### src/rtl/pipe_ctrl_pkg.sv
// Shared definitions for the pipeline hazard controller: FSM encoding and
// the hard-wired zero register number.
package pipe_ctrl_pkg;

    typedef enum logic {
        RUN      = 1'b0,
        MEM_WAIT = 1'b1
    } state_t;

    localparam logic [4:0] REG_ZERO = 5'd0;

endpackage

### src/rtl/pipe_sat_counter.sv
// Saturating event counter: counts up on i_inc and sticks at all-ones.
module pipe_sat_counter #(
    parameter int CNT_W = 32
) (
    input  logic             clk,
    input  logic             reset,
    input  logic             i_inc,
    output logic [CNT_W-1:0] o_count
);

    logic [CNT_W-1:0] r_count;

    // Count qualifying cycles, holding at the maximum instead of wrapping
    always_ff @(posedge clk or posedge reset) begin
        if (reset) begin
            r_count <= '0;
        end else if (i_inc && (r_count != {CNT_W{1'b1}})) begin
            r_count <= r_count + CNT_W'(1);
        end
    end

    assign o_count = r_count;

endmodule

### src/rtl/pipe_hazard_ctrl.sv
// Stall/flush scheduler for the 5-stage pipeline: memory-wait freeze,
// branch/jump redirects, load-use bubbles, and stall/flush statistics.
module pipe_hazard_ctrl
    import pipe_ctrl_pkg::*;
#(
    parameter int MEM_TIMEOUT = 64,
    parameter int CNT_W       = 32
) (
    input  logic             clk,
    input  logic             reset,
    input  logic [4:0]       id_rs,
    input  logic [4:0]       id_rt,
    input  logic             id_uses_rt,
    input  logic             id_jump,
    input  logic             ex_mem_read,
    input  logic [4:0]       ex_rt,
    input  logic             ex_branch_taken,
    input  logic             mem_mem_read,
    input  logic             mem_mem_write,
    input  logic             dmem_ready,
    output logic             dmem_req,
    output logic             pc_we,
    output logic             ifid_we,
    output logic             ifid_flush,
    output logic             idex_we,
    output logic             idex_flush,
    output logic             exmem_we,
    output logic             memwb_bubble,
    output logic             mem_err,
    output logic [CNT_W-1:0] stall_cnt,
    output logic [CNT_W-1:0] flush_cnt
);

    localparam int                WAIT_W    = (MEM_TIMEOUT > 1) ? $clog2(MEM_TIMEOUT) : 1;
    localparam logic [WAIT_W-1:0] WAIT_LAST = WAIT_W'(MEM_TIMEOUT - 1);

    state_t            r_state;
    state_t            w_state_nxt;
    logic [WAIT_W-1:0] r_wait_cnt;
    logic [WAIT_W-1:0] w_wait_nxt;
    logic              r_mem_err;

    logic w_mem_acc;
    logic w_load_use;
    logic w_wait_last;
    logic w_release;
    logic w_freeze;
    logic w_timeout;
    logic w_stall_inc;
    logic w_flush_inc;

    assign w_mem_acc   = mem_mem_read || mem_mem_write;
    // A load writing $zero never creates a real dependency.
    assign w_load_use  = ex_mem_read && (ex_rt != REG_ZERO) &&
                         ((ex_rt == id_rs) || (id_uses_rt && (ex_rt == id_rt)));
    assign w_wait_last = (r_wait_cnt == WAIT_LAST);
    assign w_release   = (r_state == MEM_WAIT) && (dmem_ready || w_wait_last);
    // Ready arriving on the last wait cycle is a normal completion, not a timeout.
    assign w_timeout   = (r_state == MEM_WAIT) && !dmem_ready && w_wait_last;
    assign w_freeze    = ((r_state == RUN) && w_mem_acc && !dmem_ready) ||
                         ((r_state == MEM_WAIT) && !w_release);

    // State, wait counter and sticky timeout flag
    always_ff @(posedge clk or posedge reset) begin
        if (reset) begin
            r_state    <= RUN;
            r_wait_cnt <= '0;
            r_mem_err  <= 1'b0;
        end else begin
            r_state    <= w_state_nxt;
            r_wait_cnt <= w_wait_nxt;
            if (w_timeout) begin
                r_mem_err <= 1'b1;
            end
        end
    end

    // Next-state: enter MEM_WAIT on an unready access, leave on ready or watchdog
    always_comb begin
        w_state_nxt = r_state;
        w_wait_nxt  = r_wait_cnt;
        case (r_state)
            RUN: begin
                if (w_mem_acc && !dmem_ready) begin
                    w_state_nxt = MEM_WAIT;
                    w_wait_nxt  = '0;
                end
            end
            MEM_WAIT: begin
                if (w_release) begin
                    w_state_nxt = RUN;
                    w_wait_nxt  = '0;
                end else begin
                    w_wait_nxt  = r_wait_cnt + WAIT_W'(1);
                end
            end
            default: begin
                w_state_nxt = RUN;
                w_wait_nxt  = '0;
            end
        endcase
    end

    // Outputs: memory freeze dominates, then branch, load-use, jump
    always_comb begin
        dmem_req     = 1'b0;
        pc_we        = 1'b0;
        ifid_we      = 1'b0;
        ifid_flush   = 1'b0;
        idex_we      = 1'b0;
        idex_flush   = 1'b0;
        exmem_we     = 1'b0;
        memwb_bubble = 1'b0;
        if (!reset) begin
            dmem_req = (r_state == MEM_WAIT) || w_mem_acc;
            if (w_freeze) begin
                // Redirects are held off until the access completes.
                memwb_bubble = 1'b1;
            end else begin
                pc_we    = 1'b1;
                ifid_we  = 1'b1;
                idex_we  = 1'b1;
                exmem_we = 1'b1;
                if (ex_branch_taken) begin
                    // ID holds a wrong-path instruction, so its hazards are moot.
                    ifid_flush = 1'b1;
                    idex_flush = 1'b1;
                end else if (w_load_use) begin
                    // Hold the jump in ID; it is re-decoded next cycle.
                    pc_we      = 1'b0;
                    ifid_we    = 1'b0;
                    idex_flush = 1'b1;
                end else if (id_jump) begin
                    ifid_flush = 1'b1;
                end
            end
        end
    end

    assign mem_err     = r_mem_err;
    assign w_stall_inc = !reset && !pc_we;
    assign w_flush_inc = ifid_flush || idex_flush;

    pipe_sat_counter #(.CNT_W(CNT_W)) u_stall_cnt (
        .clk     (clk),
        .reset   (reset),
        .i_inc   (w_stall_inc),
        .o_count (stall_cnt)
    );

    pipe_sat_counter #(.CNT_W(CNT_W)) u_flush_cnt (
        .clk     (clk),
        .reset   (reset),
        .i_inc   (w_flush_inc),
        .o_count (flush_cnt)
    );

endmodule

### config.mk
export PLATFORM = sky130hd
export DESIGN_NAME = pipe_hazard_ctrl
export DESIGN_NICKNAME = d
export VERILOG_FILES = /design/src/rtl/pipe_ctrl_pkg.sv /design/src/rtl/pipe_sat_counter.sv /design/src/rtl/pipe_hazard_ctrl.sv
export SDC_FILE = /design/constraint.sdc
export NUM_CORES = 1
export LEC_CHECK = 0
export CELL_PAD_IN_SITES_DETAIL_PLACEMENT = 0
export CELL_PAD_IN_SITES_GLOBAL_PLACEMENT = 1
export CORE_MARGIN = 3
export CORE_UTILIZATION = 41
export CTS_BUF_LIST = sky130_fd_sc_hd__clkbuf_4 sky130_fd_sc_hd__clkbuf_8 sky130_fd_sc_hd__clkbuf_16
export CTS_CLUSTER_SIZE = 16
export DETAILED_ROUTE_END_ITERATION = 6
export PLACE_DENSITY_LB_ADDON = 0.1
export SLEW_MARGIN = 20
export SYNTH_ARGS = -nofsm -noshare
export SYNTH_HDL_FRONTEND = slang
export SYNTH_SLANG_ARGS = --single-unit
### constraint.sdc
create_clock -name clk -period 5 [get_ports clk]
set_clock_uncertainty 0.15 [all_clocks]
set_input_delay 1 -clock clk [delete_from_list [all_inputs] [get_ports clk]]
set_output_delay 1 -clock clk [all_outputs]
set_load 0.005 [all_outputs]
==> impl_metrics.yaml <==
synthesis:
  number_of_storage_elements_in_the_synthesis_netlist: 72
  gate_count_post_synth: 375
  post_synth_xor_area_fraction_pct: 16.7
  synth_compound_gate_area_share_pct: 3.72
  area_share_of_the_largest_cell_type_after_synthesis_pct: 47.0
  yosysWarningCount: 0
  synthTopCellsByCount: "dfrtp_1 (72), xnor2_1 (58), nand4_1 (36), nand2_1 (30), nand3_1 (26)"
  post_synth_and_or_nand_nor_area_fraction_pct: 28.3
  postSynth.topFlopCell: "dfrtp_1"
  synth.largest_area_cell: "dfrtp_1"
  synth-edff-count: 0
  ys_top_cells_by_area: "dfrtp_1 (47%), xnor2_1 (13%), nand4_1 (5.9%)"
  seq_area_frac_synth_pct: 47.0
  synth_top_family_by_area: "simple AND/OR/NAND/NOR gates"
  async_reset_ff_share_pct: 100
  yosysMostFrequentCell: "dfrtp_1"
  synth_adder_area_share_pct: 0.979
  synth_mux_area_share_pct: 0.294
  netlist_area_sq_um: 3830
  synth_cell_type_count: 47
  syn_avg_cell_area_sq_um: 10.2
  syn_nets: 402
sta:
  final-max-slew-violation-count: 0
  rsz0062_at_grt: "no"
  timing.final.hold_violations: 0
  fmax_ghz: 0.225
  worst_slew_pin_slew_ns: 0.877
  timing.final.crit_share_pct: 88.9
  final_period_minus_worst_setup_slack_ns: 4.45
  fin_setup_tns_ns: 0
  max-slew-margin-rel_pct: 41.3
  timing.final.setup_violations: 0
pwr:
  cellLeakagePower_nw: 2.05
  pwr_total_mw: 1.45
  power_per_cell_area_nw_per_um2: 286
  maximum_vdd_ir_drop_mv: 0.217
hold_path:
  whs_endpoint: "mem_err"
  min_path_type: "reg2reg"
  holdPathStages: 1
  min_from: "mem_err"
grt:
  wire_length_of_the_first_global_routing_pass_um: 15600
  grt-ovfl-total: 0
  maximum_number_of_pins_on_one_net_before_global_route_repair: 59
  globalRouteTotalUtil_pct: 18.6
  antenna_found_initial: 0
  grt_pass1_vias: 3133
route:
  first_pass_iters: 4
  drtIter0Drc: 123
  postRouteAntennaNets: 0
  drt-total-wl_um: 9160
  route.vias.total: 3177
  routed_wire_length_per_instance_um: 15.7
  drc_errors: 0
  avgViaCountPerCell: 5.43
cts:
  h-tree-depth: 3
  cts.clk_slew.worst_paths_ns: 0.08
  postCtsSetupBuffers: 0
  ctsResizeCount: 0
  clock_sink_count: 72
  cts_tree: "built"
  clock_path_buffers: 2
  cts_inserted_buffers: 9
  ctsRootBufferMaster: "clkbuf_8"
  number_of_buffers_inserted_for_hold_repair_after_clock_tree_synthesis: 0
  worst_skew_pair.late_latency_ns: 0.34
die:
  design.die.area_sq_um: 10500
  core_sq_um: 8890
  die_height_um: 103
  ioPinCount: 97
  core.rowCount: 34
  initial_core_util_pct: 43.1
  die_w_um: 103
worst_setup_path:
  timing.rr.end: "u_stall_cnt.o_count[1]"
  timing.critical_path.arrival_ns: 3.30
  timing.rr.start: "u_stall_cnt.o_count[0]"
  crit_end_category: "output pin"
  worst-setup-path-type: "in2out"
  startpoint_type: "input pin"
  crit_required_ns: 3.85
  flop_to_flop_setup_slack_ns: 2.12
  worstPathMaxFanout: 4
  reg2regPathDepth: 8
place:
  port-buffer-count: 96
  placedCellCount: 569
  half_perimeter_wire_length_of_the_detailed_placement_result_um: 6580
  gp_routability_congestion: 0.794
final_layout:
  design.final.nets: 499
  drive_gt1_share_pct: 7.76
  area_delta_synth_final_pct: 31.8
  count_of_non_filler_cells_in_the_finished_layout: 585
  antenna_cells: 0
status:
  outcome: "finished, final reports clean"
job:
  cap_viol_max_count: 0
## worst max-delay path, stage by stage
cell and delay (ns):
clkdlybuf4s50_1 0.47, or4_4 0.57, o21ai_4 0.18, nor2_1 0.08, a21boi_0 0.32, nor2b_1 0.17
clkdlybuf4s50_1 0.50
## worst max-delay path by stage
stage	from	to	slack [ns]	depth (start not counted)
6_report	ex_rt[1]	ifid_flush	0.55	7
5_1_grt	ex_rt[1]	ifid_flush	0.44	7
4_1_cts	ex_rt[1]	ifid_flush	0.52	7
3_5_place_dp	ex_rt[1]	ifid_flush	0.51	7
3_3_place_gp	ex_rt[1]	ifid_flush	0.59	7
2_1_floorplan	reset	memwb_bubble	0.87	3
## layout by cell type (no fill, tap or decap), types with 2 or more instances in the layout
cell	netlist	final
a211oi_2	2	2
a21o_1	2	2
and2_1	3	3
and3_1	19	19
and3_2	2	2
and4_1	8	8
buf_4	2	3
clkbuf_4	0	2
clkbuf_8	2	11
clkdlybuf4s50_1	0	96
clkinv_2	0	2
dfrtp_1	72	72
ha_1	3	3
inv_1	3	2
nand2_1	30	30
nand2b_1	2	2
nand3_1	26	26
nand3_2	4	4
nand4_1	36	36
nand4b_1	3	3
nor2_1	25	25
nor2b_1	3	3
nor3_1	15	15
nor4_1	4	4
o21ai_0	8	8
xnor2_1	58	58
xor2_1	15	15
## flip-flops by register name, indices dropped and copies added, names as in the netlist
signal,flops
u_flush_cnt.o_count,32
u_stall_cnt.o_count,32
r_wait_cnt,6
mem_err,1
r_state,1
## kinds of logic (layout without fill, tap and decap cells)
| group | after synthesis | in the layout |
|---|---|---|
| and+or+nand+nor | 191 | 191 |
| adders and majority gates | 3 | 3 |
| buffers and inverters | 16 | 118 |
| AOI/OAI and AO/OA | 19 | 19 |
| xor gates and xnor gates | 73 | 73 |
| DFF | 72 | 72 |
| muxes | 1 | 1 |
## power by group
part / leakage [nW] / switching, mW / internal, mW
sequential: 0.969 / 0.0705 / 0.633
combinational: 0.971 / 0.103 / 0.161
clock: 0.110 / 0.212 / 0.268
## stage by stage
stage	instance area, sq um	hold WS, ns	utilization (%)	setup WS, ns
6_report	5050	0.309	56.8	0.553
5_1_grt	5050	0.356	56.8	0.437
4_1_cts	5050	0.317	56.8	0.517
2_1_floorplan	3830	0.301	-	0.870
3_3_place_gp	4850	0.290	54.5	0.587
3_5_place_dp	4850	0.297	54.5	0.514
## routing by layer
| metal | global-route usage [%] | vias up | routed length [um] |
|---|---|---|---|
| li1 | - | 1530 | - |
| met1 | 27.1 | 1554 | 4530 |
| met5 | 0 | - | 0 |
| met2 | 27.7 | 88 | 4010 |
| met4 | 6.26 | 0 | 78 |
| met3 | 3.65 | 5 | 545 |
## cell type report
class / instances / area (sq um)
clock buffer: 13 / 166
clock inverter: 3 / 40.0
fill: 826 / 3840
inverter: 3 / 11.3
multi-input combinational: 287 / 1910
sequential: 72 / 1800
tap: 108 / 135
timing repair buffer: 99 / 983
No activity file was read; power rests on OpenSTA's default activity.
